`config.mk`:
```
export PLATFORM = sky130hd
export DESIGN_NAME = onehot_strobe_decoder_flat
export DESIGN_NICKNAME = d
export VERILOG_FILES = /design/src/rtl/onehot_strobe_decoder_if.sv /design/src/rtl/onehot_strobe_decoder.sv /design/src/flat_wrapper.sv
export SDC_FILE = /design/constraint.sdc
export NUM_CORES = 1
export LEC_CHECK = 0
export CAP_MARGIN = 20
export CORE_ASPECT_RATIO = 1.25
export CORE_UTILIZATION = 41
export DETAILED_ROUTE_END_ITERATION = 8
export SYNTH_ARGS = -nofsm -noshare
export SYNTH_HDL_FRONTEND = slang
export SYNTH_SLANG_ARGS = --single-unit
```
`constraint.sdc`:
```
create_clock -name clk -period 2.2 [get_ports clk]
set_clock_uncertainty 0.2 [all_clocks]
set_input_delay 0.44 -clock clk [delete_from_list [all_inputs] [get_ports clk]]
set_output_delay 0.44 -clock clk [all_outputs]
set_load 0.01 [all_outputs]
```
`src/rtl/onehot_strobe_decoder_if.sv`:
```
// onehot_strobe_decoder_if: index handshake plus strobe outputs; err_cnt exists only with ONEHOT_DEC_ERR_CNT_EN
interface onehot_strobe_decoder_if #(
   parameter int W = 3,
   parameter int N = 8
);
   logic         in_valid;
   logic         in_ready;
   logic [W-1:0] in_idx;
   logic [N-1:0] out_onehot;
   logic         out_valid;
   logic         busy;
   logic         err;
`ifdef ONEHOT_DEC_ERR_CNT_EN
   logic [7:0]   err_cnt;
   modport master (output in_valid, in_idx, input in_ready, out_onehot, out_valid, busy, err, err_cnt);
   modport slave  (input in_valid, in_idx, output in_ready, out_onehot, out_valid, busy, err, err_cnt);
`else
   modport master (output in_valid, in_idx, input in_ready, out_onehot, out_valid, busy, err);
   modport slave  (input in_valid, in_idx, output in_ready, out_onehot, out_valid, busy, err);
`endif
endinterface

```
`src/rtl/onehot_strobe_decoder.sv`:
```
// onehot_strobe_decoder: 2-entry FIFO of binary indices driven out as HOLD-cycle one-hot strobes; ONEHOT_DEC_ERR_CNT_EN adds err_cnt
module onehot_strobe_decoder #(
   parameter int W    = 3,
   parameter int N    = 8,
   parameter int HOLD = 1
) (
   input logic clk,
   input logic rst_n,
   onehot_strobe_decoder_if.slave bus
);
   localparam int CW = $clog2(HOLD) + 1;
   typedef enum logic {IDLE, DRIVE} state_t;
   state_t        state_q, state_d;
   logic [W-1:0]  mem_q [2];
   logic [W-1:0]  mem_d [2];
   logic          rd_q, rd_d, wr_q, wr_d;
   logic [1:0]    count_q, count_d;
   logic [CW-1:0] cnt_q, cnt_d;
   logic [N-1:0]  oh_q, oh_d;
   logic          valid_q, valid_d, err_q, err_d;
   logic          accept, in_range, push, pop;
`ifdef ONEHOT_DEC_ERR_CNT_EN
   logic [7:0]    ecnt_q, ecnt_d;
   assign bus.err_cnt = ecnt_q;
`endif
   assign bus.in_ready   = rst_n && count_q != 2'd2;
   assign in_range       = (N == 2 ** W) || (32'(bus.in_idx) < N);
   assign accept         = bus.in_valid && bus.in_ready;
   assign push           = accept && in_range;
   assign bus.out_onehot = oh_q;
   assign bus.out_valid  = valid_q;
   assign bus.busy       = valid_q || count_q != 2'd0;
   assign bus.err        = err_q;
   // next state: pop a new word when idle or when the current strobe ends, otherwise count down or go idle
   always_comb begin
      state_d = state_q;
      cnt_d   = cnt_q;
      oh_d    = oh_q;
      valid_d = valid_q;
      mem_d   = mem_q;
      rd_d    = rd_q;
      wr_d    = wr_q;
      pop     = 1'b0;
      if (count_q != 2'd0 && (state_q == IDLE || cnt_q == '0)) begin
         pop     = 1'b1;
         oh_d    = N'(1) << mem_q[rd_q];
         valid_d = 1'b1;
         cnt_d   = CW'(HOLD - 1);
         state_d = DRIVE;
         rd_d    = ~rd_q;
      end else if (state_q == DRIVE && cnt_q != '0) begin
         cnt_d = cnt_q - 1'b1;
      end else if (state_q == DRIVE) begin
         oh_d    = '0;
         valid_d = 1'b0;
         state_d = IDLE;
      end
      if (push) begin
         mem_d[wr_q] = bus.in_idx;
         wr_d        = ~wr_q;
      end
      count_d = count_q + {1'b0, push} - {1'b0, pop};
      err_d   = accept && !in_range;
`ifdef ONEHOT_DEC_ERR_CNT_EN
      ecnt_d  = (err_d && ecnt_q != 8'hFF) ? ecnt_q + 8'd1 : ecnt_q;
`endif
   end
   // state registers with synchronous active-low clear
   always_ff @(posedge clk) begin
      if (!rst_n) begin
         state_q <= IDLE;
         cnt_q   <= '0;
         oh_q    <= '0;
         valid_q <= 1'b0;
         err_q   <= 1'b0;
         mem_q   <= '{default: '0};
         rd_q    <= 1'b0;
         wr_q    <= 1'b0;
         count_q <= 2'd0;
`ifdef ONEHOT_DEC_ERR_CNT_EN
         ecnt_q  <= 8'd0;
`endif
      end else begin
         state_q <= state_d;
         cnt_q   <= cnt_d;
         oh_q    <= oh_d;
         valid_q <= valid_d;
         err_q   <= err_d;
         mem_q   <= mem_d;
         rd_q    <= rd_d;
         wr_q    <= wr_d;
         count_q <= count_d;
`ifdef ONEHOT_DEC_ERR_CNT_EN
         ecnt_q  <= ecnt_d;
`endif
      end
   end
endmodule
```
`src/flat_wrapper.sv`:
```
// flat-port wrapper written by rule: the top's interface ports become plain ports
module onehot_strobe_decoder_flat 
#(
   parameter int W    = 3,
   parameter int N    = 8,
   parameter int HOLD = 1
)
  (clk, rst_n, bus_in_valid, bus_in_idx, bus_in_ready, bus_out_onehot, bus_out_valid, bus_busy, bus_err);
  onehot_strobe_decoder_if #(.W(W), .N(N)) bus_i ();
  input logic clk;
  input logic rst_n;
  input wire logic [$bits(bus_i.in_valid)-1:0] bus_in_valid;
  input wire logic [$bits(bus_i.in_idx)-1:0] bus_in_idx;
  output wire logic [$bits(bus_i.in_ready)-1:0] bus_in_ready;
  output wire logic [$bits(bus_i.out_onehot)-1:0] bus_out_onehot;
  output wire logic [$bits(bus_i.out_valid)-1:0] bus_out_valid;
  output wire logic [$bits(bus_i.busy)-1:0] bus_busy;
  output wire logic [$bits(bus_i.err)-1:0] bus_err;
  assign bus_i.in_valid = bus_in_valid;
  assign bus_i.in_idx = bus_in_idx;
  assign bus_in_ready = bus_i.in_ready;
  assign bus_out_onehot = bus_i.out_onehot;
  assign bus_out_valid = bus_i.out_valid;
  assign bus_busy = bus_i.busy;
  assign bus_err = bus_i.err;
  onehot_strobe_decoder #(.W(W), .N(N), .HOLD(HOLD)) u_core (.clk(clk), .rst_n(rst_n), .bus(bus_i));
endmodule
```
==> results.txt <==
- Least setup slack across all paths after layout: 161.3 ps
* Total of endpoints with negative setup slack in the final report: 0
* Relative slew margins: 62.49%
- Internal power comes to 0.7194 mW.
- Net Sw Power: 0.3632 mW
- For this run the aggregate overflow at the end of global routing stands at 0.
* Max_cap viols: 0
* Peak clock frequency supported by timing: 0.4905 GHz
* Count of distinct cell types in the synthesized netlist: 32
* Nature of the critical path startpoint: register
- Across all hold checks on the routed design, the worst slack comes to 277.3 ps.
- Net switching is 33.55% of the power.
- In the finished design, the share of the clock period the worst path needs comes to 92.67%.
- Data on the critical path is required at its endpoint by 1560 ps.
- Data arrival at the endpoint of the critical path: 1400 ps
- Registers take 422.9 µm².
* Worst-case register-to-register setup slack: 470 ps
- Once detailed placement completed, the half-perimeter wirelength came to 1.226 mm.
- VDD sags by at most 0.4880 mV.
- Clock-pin slew was measured on the worst setup and hold paths at 110 ps.
- By instance count, the leading cell after synthesis is dfxtp_1.
- The initial antenna violation count came to 0.
- Summing internal, switching and leakage power gives 1.083 mW.
- The via count of the first global-routing pass came to 696.
- Register bit count reported by yosys: 21
- Kind of cell adding the most delay to the critical path: simple AND/OR/NAND/NOR gates
- The placed instances occupy a cell area of 0.001187 mm².
* Core outline area: 0.002282 mm²
- After synthesis, the most frequently instantiated cells are dfxtp_1 (21), nand2_1 (9), a21boi_1 (8), o211ai_1 (8), o21ai_0 (8).
- In this run the tool buffered the top-level ports with 16 buffer cells.
* Post-CTS repair timing setup buffer count: 0
- At the placement stage, the worst setup path has a slack of -1.178 ps.
* Origin of the critical flop-to-flop path: u_core.count_q[1]
* Fraction of power consumed by combinational cells: 36.6%
* Resize count post-CTS: 4
- The detail route stage leaves a number of antenna-violating nets equal to 0.
* Skew-Pair Late Insertion Delay: 300 ps
- Among all flip-flop cells after synthesis, the most frequent one is dfxtp_1.
- Clk Tree Root Cell: clkbuf_4
- Antenna diodes: 0
- Counting instances, the worst hold path has a depth of 2.
* Max Transition Viols Final: 0
- Wire per inst: 11.37 µm
- Crit path cell chain: or3_2 > dlygate4sd2_1
- The floorplan has 19 rows.
- For this design the static power due to leakage is 0.4772 nW.
- Area occupied by multi-input gates: 534.3 µm²
* Number of enable flip-flop cells after synthesis: 0
* Drt first pass iters: 4
- Cells fill 53.23% of the core in the end.
* Result of the run: complete, no violations
- Final design instance area without fill: 0.001215 mm²
* Ratio of routed vias to standard cells: 5.099
- The number of hold buffers added after CTS was 0.
- In the synthesized netlist the async set-or-reset flop fraction comes to 0%.
- Number of buffers inserted during clock tree synthesis: 3
- In this run the horizontal extent of the chip is 46.55 µm.
- Wire length after detailed routing: 1.717 mm
- Entering global routing, the biggest net connects 28 pins.
* Cell area after synthesis: 0.001017 mm²
* Hold crit path type: register to register
- I/O pins: 18
- Counting I/O delays and the setup requirement, the final critical path takes 2039 ps.
- Total power density per cell area: 891.1 mW/mm²
* Share of synthesized area occupied by flip-flops and latches: 41.33%
* Transition time at the pin with the least slew margin: 559.6 ps
- Count of warnings emitted by yosys: 0
- The largest individual stage delay along the critical path comes from the cell or3_2.
* Buffers plus inverters on the worst setup path: 1
- For this run, design rule violations remaining after detail routing come to 0.
- CP Capture Type: output port
- Routability-driven placement congestion ratio: 0.6919
* Count of nets after finishing: 129
- Fraction of synthesized cell area taken by the top area cell type: 41.33%
- The number of hold-slack violations in the final timing report is 0.
* Aggregate negative setup slack: 0 ps
- Post-synthesis average cell area: 9.688 µm²
* Kind of critical path: register to output port
- Sorting the synthesized cells by area gives the leading types as dfxtp_1 (41%), mux2i_1 (6.9%), a21boi_1 (5.9%), o211ai_1 (5.9%), o21ai_0 (3.9%).
- Number of cells in the finished layout apart from fillers: 151
- Synthesis handed over a netlist of 105 instances.
- Gr usage total: 15.99%
* Crit Reg-Reg Endpoint: u_core.count_q[1]
- Fill cells in the final layout number 237.
- The share of total power dissipated in sequential elements is 46.4%.
- Critical Path Max Stage Delay: 440 ps
- Number of buffers on the longest clock path: 2
- The initial utilization of the core area, before any placement, comes to 44.57%.
* RSZ-0062 raised after global routing: false
* Die height: 57.69 µm
* Most area-hungry cell type in the Yosys netlist: dfxtp_1
- The worst hold path begins at u_core.bus.out_onehot[1].
* Cell depth of the worst flop-to-flop path: 7
- Of all nets on the critical path, the largest fanout is 6.
* Clock tree from TritonCTS: built
- Net count after synthesis: 113
- After the first detailed-routing iteration, the DRC count stood at 12.
- The final route contains 770 vias.
- From synthesis to final layout, the design area changed by 19.43%.
- H-tree depth reported by CTS: 1
* Floorplan die area: 0.002685 mm²
* Placed cell count: 147
- Per report_power, the clock group accounts for 17.0% of the total.
* Wire length of the first global-routing pass: 3.118 mm
- The worst hold path terminates at u_core.bus.out_onehot[1].
- Share of final-layout standard cells stronger than drive strength 1: 15.00%
- CTS saw 21 sinks.
-- routing by layer --
metal / track usage [%] / up-vias / part of all wire, %
li1: - / 404 / -
met1: 20.95 / 352 / 49
met2: 24.80 / 12 / 47
met3: 2.804 / 2 / 3.0
met4: 7.563 / 0 / 0.93
met5: 0 / - / 0
-- logic make-up after synthesis --
logic type / synth area share, %
AO/OA/AOI/OAI: 21.03
XOR/XNOR: 2.583
adder cells (fa/ha/maj): 2.460
buffers and inverters: 6.150
flip-flops: 41.33
multiplexers: 7.995
other: 0.3686
AND/OR/NAND/NOR: 18.08
-- power groups by stage --
stage / logic (mW) / registers [mW] / clock network (mW)
floorplan: 0.312 / 0.492 / 0
global placement: 0.407 / 0.505 / 0
detailed placement: 0.413 / 0.508 / 0
CTS: 0.405 / 0.503 / 0.192
global route: 0.444 / 0.516 / 0.217
finish: 0.396 / 0.502 / 0.185
-- area by class of cell --
class,count,area share [%]
clock inverter,1,0.4119
sequential,21,34.81
multi-input combinational,73,43.98
clock buffer,3,1.854
tap,31,3.193
inverter,3,0.9269
timing repair buffer,19,14.83
-- worst register-to-register path: stages, from the launching register on --
cell	delay, ps
dfxtp_2	380
a2bb2oi_2	170
ha_1	270
inv_1	40
ha_1	180
xnor2_1	180
xnor2_1	80
and2_1	150
-- worst max path at each step --
stage	startpoint	endpoint	slack [ps]	cells past startpoint
floorplan	u_core.count_q[1]	u_core.count_q[1]	360	8
global placement	rst_n	bus_in_ready	-3	3
detailed placement	rst_n	bus_in_ready	-1	3
CTS	u_core.count_q[1]	bus_busy	140	2
global route	u_core.count_q[1]	bus_busy	110	2
finish	u_core.count_q[1]	bus_busy	160	2
-- cell usage in the layout (no fill, tap or decap), types with 2 or more instances in the layout --
cell / n
a21boi_1: 8
and2_1: 4
and3_1: 2
and3b_1: 3
buf_4: 3
clkbuf_4: 3
clkdlybuf4s50_1: 14
dfxtp_1: 19
dfxtp_2: 2
dlygate4sd2_1: 2
ha_1: 2
inv_1: 3
mux2i_1: 7
nand2_1: 9
nor3b_1: 3
o211ai_1: 8
o21a_1: 3
o21ai_0: 8
xnor2_1: 2
-- sequential cells by signal, summed over array words and instances (netlist names) --
signal	flops
u_core.rd_q	1
u_core.wr_q	1
u_core.state_q	1
u_core.count_q	2
u_core.cnt_q	1
u_core.bus.out_valid	1
u_core.mem_q	6
u_core.bus.out_onehot	8
Note: power is estimated with default switching activity, not from simulation.
